## src/rtl/mem_write_scoreboard.sv

```systemverilog
// mem_write_scoreboard: checks CPU data-memory writes against a run-time loaded table of (addr, data, mask) entries.
// Optional watchdog: define MEMCHK_TIMEOUT_EN to end a run after TIMEOUT cycles.
module mem_write_scoreboard #(
    parameter int ADDR_W  = 30,
    parameter int DATA_W  = 32,
    parameter int DEPTH   = 16,
    parameter int ERR_W   = 8,
    parameter int DUR_W   = 16,
    parameter int TIMEOUT = 50000,
    localparam int IDX_W  = $clog2(DEPTH)
) (
    input  logic              clk,
    input  logic              rst,
    input  logic [ADDR_W-1:0] addr,
    input  logic [DATA_W-1:0] data,
    input  logic              wen,
    input  logic              tbl_wen,
    input  logic [IDX_W-1:0]  tbl_idx,
    input  logic [ADDR_W-1:0] tbl_addr,
    input  logic [DATA_W-1:0] tbl_data,
    input  logic [DATA_W-1:0] tbl_mask,
    input  logic [IDX_W:0]    num_checks,
    input  logic              start,
    output logic [ERR_W-1:0]  error_num,
    output logic [DUR_W-1:0]  duration,
    output logic              finish,
    output logic              first_err_vld,
    output logic [IDX_W-1:0]  first_err_idx,
    output logic [DATA_W-1:0] first_err_data,
    output logic              timeout
);
`ifdef MEMCHK_TIMEOUT_EN
    localparam bit TMO_EN = 1'b1;
`else
    localparam bit TMO_EN = 1'b0;
`endif
    typedef enum logic [1:0] {IDLE, RUN, DONE} state_t;
    state_t state_q, state_d;
    logic [ADDR_W-1:0] exp_addr_q [DEPTH];
    logic [DATA_W-1:0] exp_data_q [DEPTH];
    logic [DATA_W-1:0] mask_q [DEPTH];
    logic wen_q;
    logic [IDX_W:0] cur_q, cur_d, nchk_q, nchk_d;
    logic [ERR_W-1:0] err_q, err_d;
    logic [DUR_W-1:0] dur_q, dur_d, dur_inc;
    logic fev_q, fev_d, to_q, to_d;
    logic [IDX_W-1:0] fidx_q, fidx_d, cur_idx;
    logic [DATA_W-1:0] fdata_q, fdata_d;
    logic ev, go, run, all_done, tmo, tmo_hit, hit, miss, bump;
    // Write-event detect and run control terms
    always_comb begin
        ev       = wen & ~wen_q;
        go       = (state_q == IDLE) && start;
        run      = (state_q == RUN);
        cur_idx  = cur_q[IDX_W-1:0];
        all_done = (cur_q == nchk_q);
        dur_inc  = &dur_q ? dur_q : dur_q + 1'b1;
        tmo      = TMO_EN && (dur_inc == DUR_W'(TIMEOUT));
        tmo_hit  = run && !all_done && tmo;
        hit      = run && ev && !all_done && !tmo && (addr == exp_addr_q[cur_idx]);
        miss     = hit && (((data ^ exp_data_q[cur_idx]) & mask_q[cur_idx]) != '0);
        bump     = miss || tmo_hit;
    end
    // State register
    always_ff @(posedge clk or negedge rst) begin
        if (!rst) state_q <= IDLE;
        else      state_q <= state_d;
    end
    // Next-state logic
    always_comb begin
        state_d = go ? RUN : (run && (all_done || tmo)) ? DONE : state_q;
    end
    // Counter and first-error next values
    always_comb begin
        cur_d   = go ? '0 : hit ? cur_q + 1'b1 : cur_q;
        nchk_d  = go ? ((num_checks > (IDX_W+1)'(DEPTH)) ? (IDX_W+1)'(DEPTH) : num_checks) : nchk_q;
        err_d   = go ? '0 : (bump && !(&err_q)) ? err_q + 1'b1 : err_q;
        dur_d   = go ? '0 : run ? dur_inc : dur_q;
        fev_d   = go ? 1'b0 : miss ? 1'b1 : fev_q;
        fidx_d  = go ? '0 : (miss && !fev_q) ? cur_idx : fidx_q;
        fdata_d = go ? '0 : (miss && !fev_q) ? data : fdata_q;
        to_d    = go ? 1'b0 : tmo_hit ? 1'b1 : to_q;
    end
    // Datapath registers; the table is writable only while idle
    always_ff @(posedge clk or negedge rst) begin
        if (!rst) begin
            wen_q   <= 1'b0;
            cur_q   <= '0;
            nchk_q  <= '0;
            err_q   <= '0;
            dur_q   <= '0;
            fev_q   <= 1'b0;
            fidx_q  <= '0;
            fdata_q <= '0;
            to_q    <= 1'b0;
            for (int i = 0; i < DEPTH; i++) begin
                exp_addr_q[i] <= '0;
                exp_data_q[i] <= '0;
                mask_q[i]     <= '0;
            end
        end else begin
            wen_q   <= wen;
            cur_q   <= cur_d;
            nchk_q  <= nchk_d;
            err_q   <= err_d;
            dur_q   <= dur_d;
            fev_q   <= fev_d;
            fidx_q  <= fidx_d;
            fdata_q <= fdata_d;
            to_q    <= to_d;
            if (state_q == IDLE && tbl_wen) begin
                exp_addr_q[tbl_idx] <= tbl_addr;
                exp_data_q[tbl_idx] <= tbl_data;
                mask_q[tbl_idx]     <= tbl_mask;
            end
        end
    end
    // Outputs
    always_comb begin
        error_num      = err_q;
        duration       = dur_q;
        finish         = (state_q == DONE);
        first_err_vld  = fev_q;
        first_err_idx  = fidx_q;
        first_err_data = fdata_q;
        timeout        = to_q;
    end
endmodule
```

## config.mk

```make
export PLATFORM = sky130hd
export DESIGN_NAME = mem_write_scoreboard
export DESIGN_NICKNAME = d
export VERILOG_FILES = /design/src/rtl/mem_write_scoreboard.sv
export SDC_FILE = /design/constraint.sdc
export NUM_CORES = 2
export LEC_CHECK = 0
export BUFFER_PORTS_ARGS = -buffer_cell sky130_fd_sc_hd__buf_2
export CORE_MARGIN = 3
export CORE_UTILIZATION = 45
export DETAILED_ROUTE_END_ITERATION = 12
export PLACE_DENSITY = 0.71
export SYNTH_ARGS = -nofsm -noshare
export SYNTH_HDL_FRONTEND = slang
export SYNTH_SLANG_ARGS = --single-unit
```

## constraint.sdc

```tcl
create_clock -name clk -period 5.3 [get_ports clk]
set_clock_uncertainty 0.15 [all_clocks]
set_input_delay 0.53 -clock clk [delete_from_list [all_inputs] [get_ports clk]]
set_output_delay 0.53 -clock clk [all_outputs]
set_load 0.1 [all_outputs]
```

==> reports/results.tsv <==
stage	metric	value	unit
global_routing	globalRoute.totalOverflow	0	
cts	cts_tree	built	
synthesis	ys_ff_latch	1578	
power_and_ir_drop	comb_power_share	2.6	%
detailed_routing	drcViolationCount	0	
timing	fin_ws	0.238	ns
global_routing	grt_max_degree	146	
synthesis	syn_area	73400	µm²
synthesis	synth-compound-area-share	2.31	%
detailed_routing	wl_per_cell	26.9	µm
timing	setup_viol	0	
setup_path	crit_fanout	24	
setup_path	endpoint_kind	flop	
synthesis	yosys_warnings	0	
global_routing	grt_pass1_vias	45800	
setup_path	cp_common_cell	buf_12	
synthesis	synthMuxAreaShare	36.8	%
floorplanning	initial_core_util	45.5	%
cts	clk_pin_slew_worst_paths	0.06	ns
power_and_ir_drop	p_per_area	300	nW/µm²
power_and_ir_drop	p_int	19.4	mW
setup_path	worstPathCellList	buf_12 > buf_12 > buf_12 > buf_12 > buf_4 > mux4_2 > mux2i_1 > nor4_1 > a311oi_1 > nand4_1 > nor4_4 > a21oi_4 > nor2b_4 > buf_4 > buf_12 > mux2i_1	
cts	cts.sinks	1578	
detailed_routing	drtAntennaViolNets	0	
timing	tns	0	ns
setup_path	cp.arrival	5.55	ns
final_layout	final_cell_count_no_fill	7330	
synthesis	yosysUniqueCellTypes	97	
status	status	finished clean	
placed_design	port_buffers	231	
detailed_routing	dr.pass1.iters	6	
timing	worst_pin_slew	1.11	ns
final_layout	finalInstanceArea	83100	µm²
floorplanning	rows	147	
power_and_ir_drop	p_leak	39.8	nW
final_layout	drive_gt1_share	49.4	%
power_and_ir_drop	switching_power	5.47	mW
detailed_routing	drt_iter0_markers	3886	
synthesis	synthArstFlopShare	100	%
global_routing	antenna_found_initial	39	
synthesis	synth_nets	5012	
placed_design	place_hpwl	116	mm
cts	h-tree-depth	4	
floorplanning	core	161000	µm²
cts	cts_resized	0	
global_routing	grt_pass1_wl	301	mm
cts	max-clock-path-buffers	3	
synthesis	syn_area_per_cell	15.2	µm²
floorplanning	dieArea	168000	µm²
timing	hold_viol_final	0	
power_and_ir_drop	clockPowerShare	49.0	%
detailed_routing	num_vias	43400	
synthesis	synth_xor_area_share	0.786	%
synthesis	ys.flop_type	dfrtp_1	
power_and_ir_drop	ir_drop	313	µV
timing	fin_hold_ws	0.0534	ns
placed_design	place_ws	-0.236	ns
final_layout	nNetsFinal	5192	
timing	period_needed	5.06	ns
timing	slew_headroom	25.2	%
setup_path	crit_required	5.79	ns
synthesis	yosysTopAreaCell	dfrtp_1	
setup_path	crit_path_start_kind	flop	
floorplanning	die_y	410	µm
detailed_routing	wirelength	197	mm
setup_path	cp_top_family	buffers and inverters	
power_and_ir_drop	power_frac_seq	48.4	%
synthesis	synthAdderAreaFrac	0.0512	%
global_routing	grt_usage	23.6	%
timing	rsz0062_at_grt	no	
power_and_ir_drop	p_sw_share	22.0	%
placed_design	place.gp.congestion	0.908	
synthesis	yosys.area.top_type_share	53.8	%
timing	fmax	0.198	GHz
synthesis	synth_area_leaders	dfrtp_1, mux2_2, mux4_2	
timing	maxSlewViolCount	0	
synthesis	synth_top_family_by_area	multiplexers	
setup_path	path_buf_inv	7	
final_layout	syn2layout_area_growth	13.2	%
cts	insertion_delay	0.79	ns
setup_path	crit_slowest_cell	dfrtp_4	
setup_path	critical-path-max-stage-delay	0.71	ns
detailed_routing	routed_via_density	5.93	
synthesis	synth_edf_count	0	
synthesis	synthSimpleGateAreaFrac	2.84	%
hold_path	hp-class	in2reg	
synthesis	synth.yosys.seq_area_share	53.8	%
setup_path	crit_type	reg2reg	
cts	cts_buffers	169	
placed_design	placed_cells_incl_taps	6964	
timing	fin_crit_sh	95.5	%
synthesis	syn-instance-count	4839	
job	maxCapViolCount	0	
floorplanning	ios	233	
placed_design	placed_cell_area	76800	µm²
cts	cts_root_buffer	clkbuf_16	
floorplanning	chipWidth	410	µm
cell type report:
cell class	count	area (µm²)
fill	13300	78200
inverter	67	259
tap	2160	2700
multi-input combinational	2785	31500
antenna	14	35.0
sequential	1578	39500
timing repair buffer	418	3260
clock buffer	251	4960
clock inverter	57	812
power groups by stage:
stage	clock (mW)	combinational (mW)	sequential [mW]
2_1_floorplan	0	0.145	12.3
3_3_place_gp	0	0.619	12.3
3_5_place_dp	0	0.630	12.3
4_1_cts	12.4	0.656	12.0
5_1_grt	12.9	0.720	12.0
6_report	12.2	0.644	12.0
kinds of logic (layout without fill, tap and decap cells):
group	count (synthesis)	in the layout
compound gates	230	230
xor+xnor	65	65
fa+ha+maj	3	3
buf+inv	476	793
flops	1578	1578
mux	2076	2076
other cells	1	15
simple gates	410	410
worst paths after layout:
path	from	end	slack, ns	depth (start not counted)
min	tbl_mask[12]	mask_q[44]	0.05	2
max reg2reg	cur_q[0]	first_err_data[4]	0.24	16
max	cur_q[0]	first_err_data[4]	0.24	16
min in group asynchronous	rst	mask_q[44]	0.36	2
min reg2reg	nchk_q[2]	nchk_q[2]	0.34	2
max in group asynchronous	rst	exp_addr_q[433]	3.32	3
state kept, by name, indices dropped and copies added, names as in the netlist:
register,flops
mask_q,512
nchk_q,5
error_num,8
state_q,2
wen_q,1
exp_addr_q,480
cur_q,5
first_err_vld,1
first_err_idx,4
duration,16
first_err_data,32
exp_data_q,512
cell usage in the layout (no fill, tap or decap), types with 35 or more instances in the layout:
master	n
clkbuf_8	36
nor2_1	59
clkbuf_16	172
inv_1	64
clkbuf_1	43
mux2_2	1530
nand3_1	45
mux4_2	309
a22oi_1	44
dlygate4sd3_1	40
xnor2_1	45
mux2i_1	210
dfrtp_1	1574
buf_2	230
buf_4	100
buf_12	48
nand2_1	130
o21ai_0	35
synthesized netlist by cell type, types with 17 or more instances:
| library cell | number |
|---|---|
| a21oi_1 | 22 |
| a22oi_1 | 44 |
| buf_1 | 22 |
| buf_12 | 17 |
| buf_2 | 40 |
| buf_6 | 21 |
| clkbuf_1 | 279 |
| dfrtp_1 | 1578 |
| inv_1 | 64 |
| mux2_2 | 1530 |
| mux2i_1 | 210 |
| mux4_1 | 25 |
| mux4_2 | 309 |
| nand2_1 | 137 |
| nand3_1 | 47 |
| nand3b_1 | 19 |
| nand4_1 | 17 |
| nor2_1 | 66 |
| nor2b_1 | 19 |
| nor3_1 | 35 |
| o21ai_0 | 35 |
| o22ai_1 | 22 |
| xnor2_1 | 45 |
| xor2_1 | 19 |
per-stage QoR:
step	power, mW	util, %
after global routing	25.7	51.5
final	24.9	51.5
after CTS	25.1	51.5
after detailed placement	12.9	47.6
after global placement	12.9	47.6
after floorplan	12.4	-
layer usage:
layer / wire (µm) / GRT usage, % / vias to the layer above
li1: - / - / 18300
met5: 138 / 0 / -
met2: 92400 / 37.3 / 1148
met1: 87500 / 33.6 / 23600
met4: 5060 / 6.46 / 22
met3: 12000 / 4.38 / 363
timing repair:
| item | 4_1_cts | 5_1_grt |
|---|---|---|
| setup endpoints to repair | 20 | 0 |
| buffers inserted | 4 | 0 |
| endpoints found under the hold margin | 179 | 0 |
| hold buffers | 40 | 0 |
Note: power is estimated with default switching activity, not from simulation.
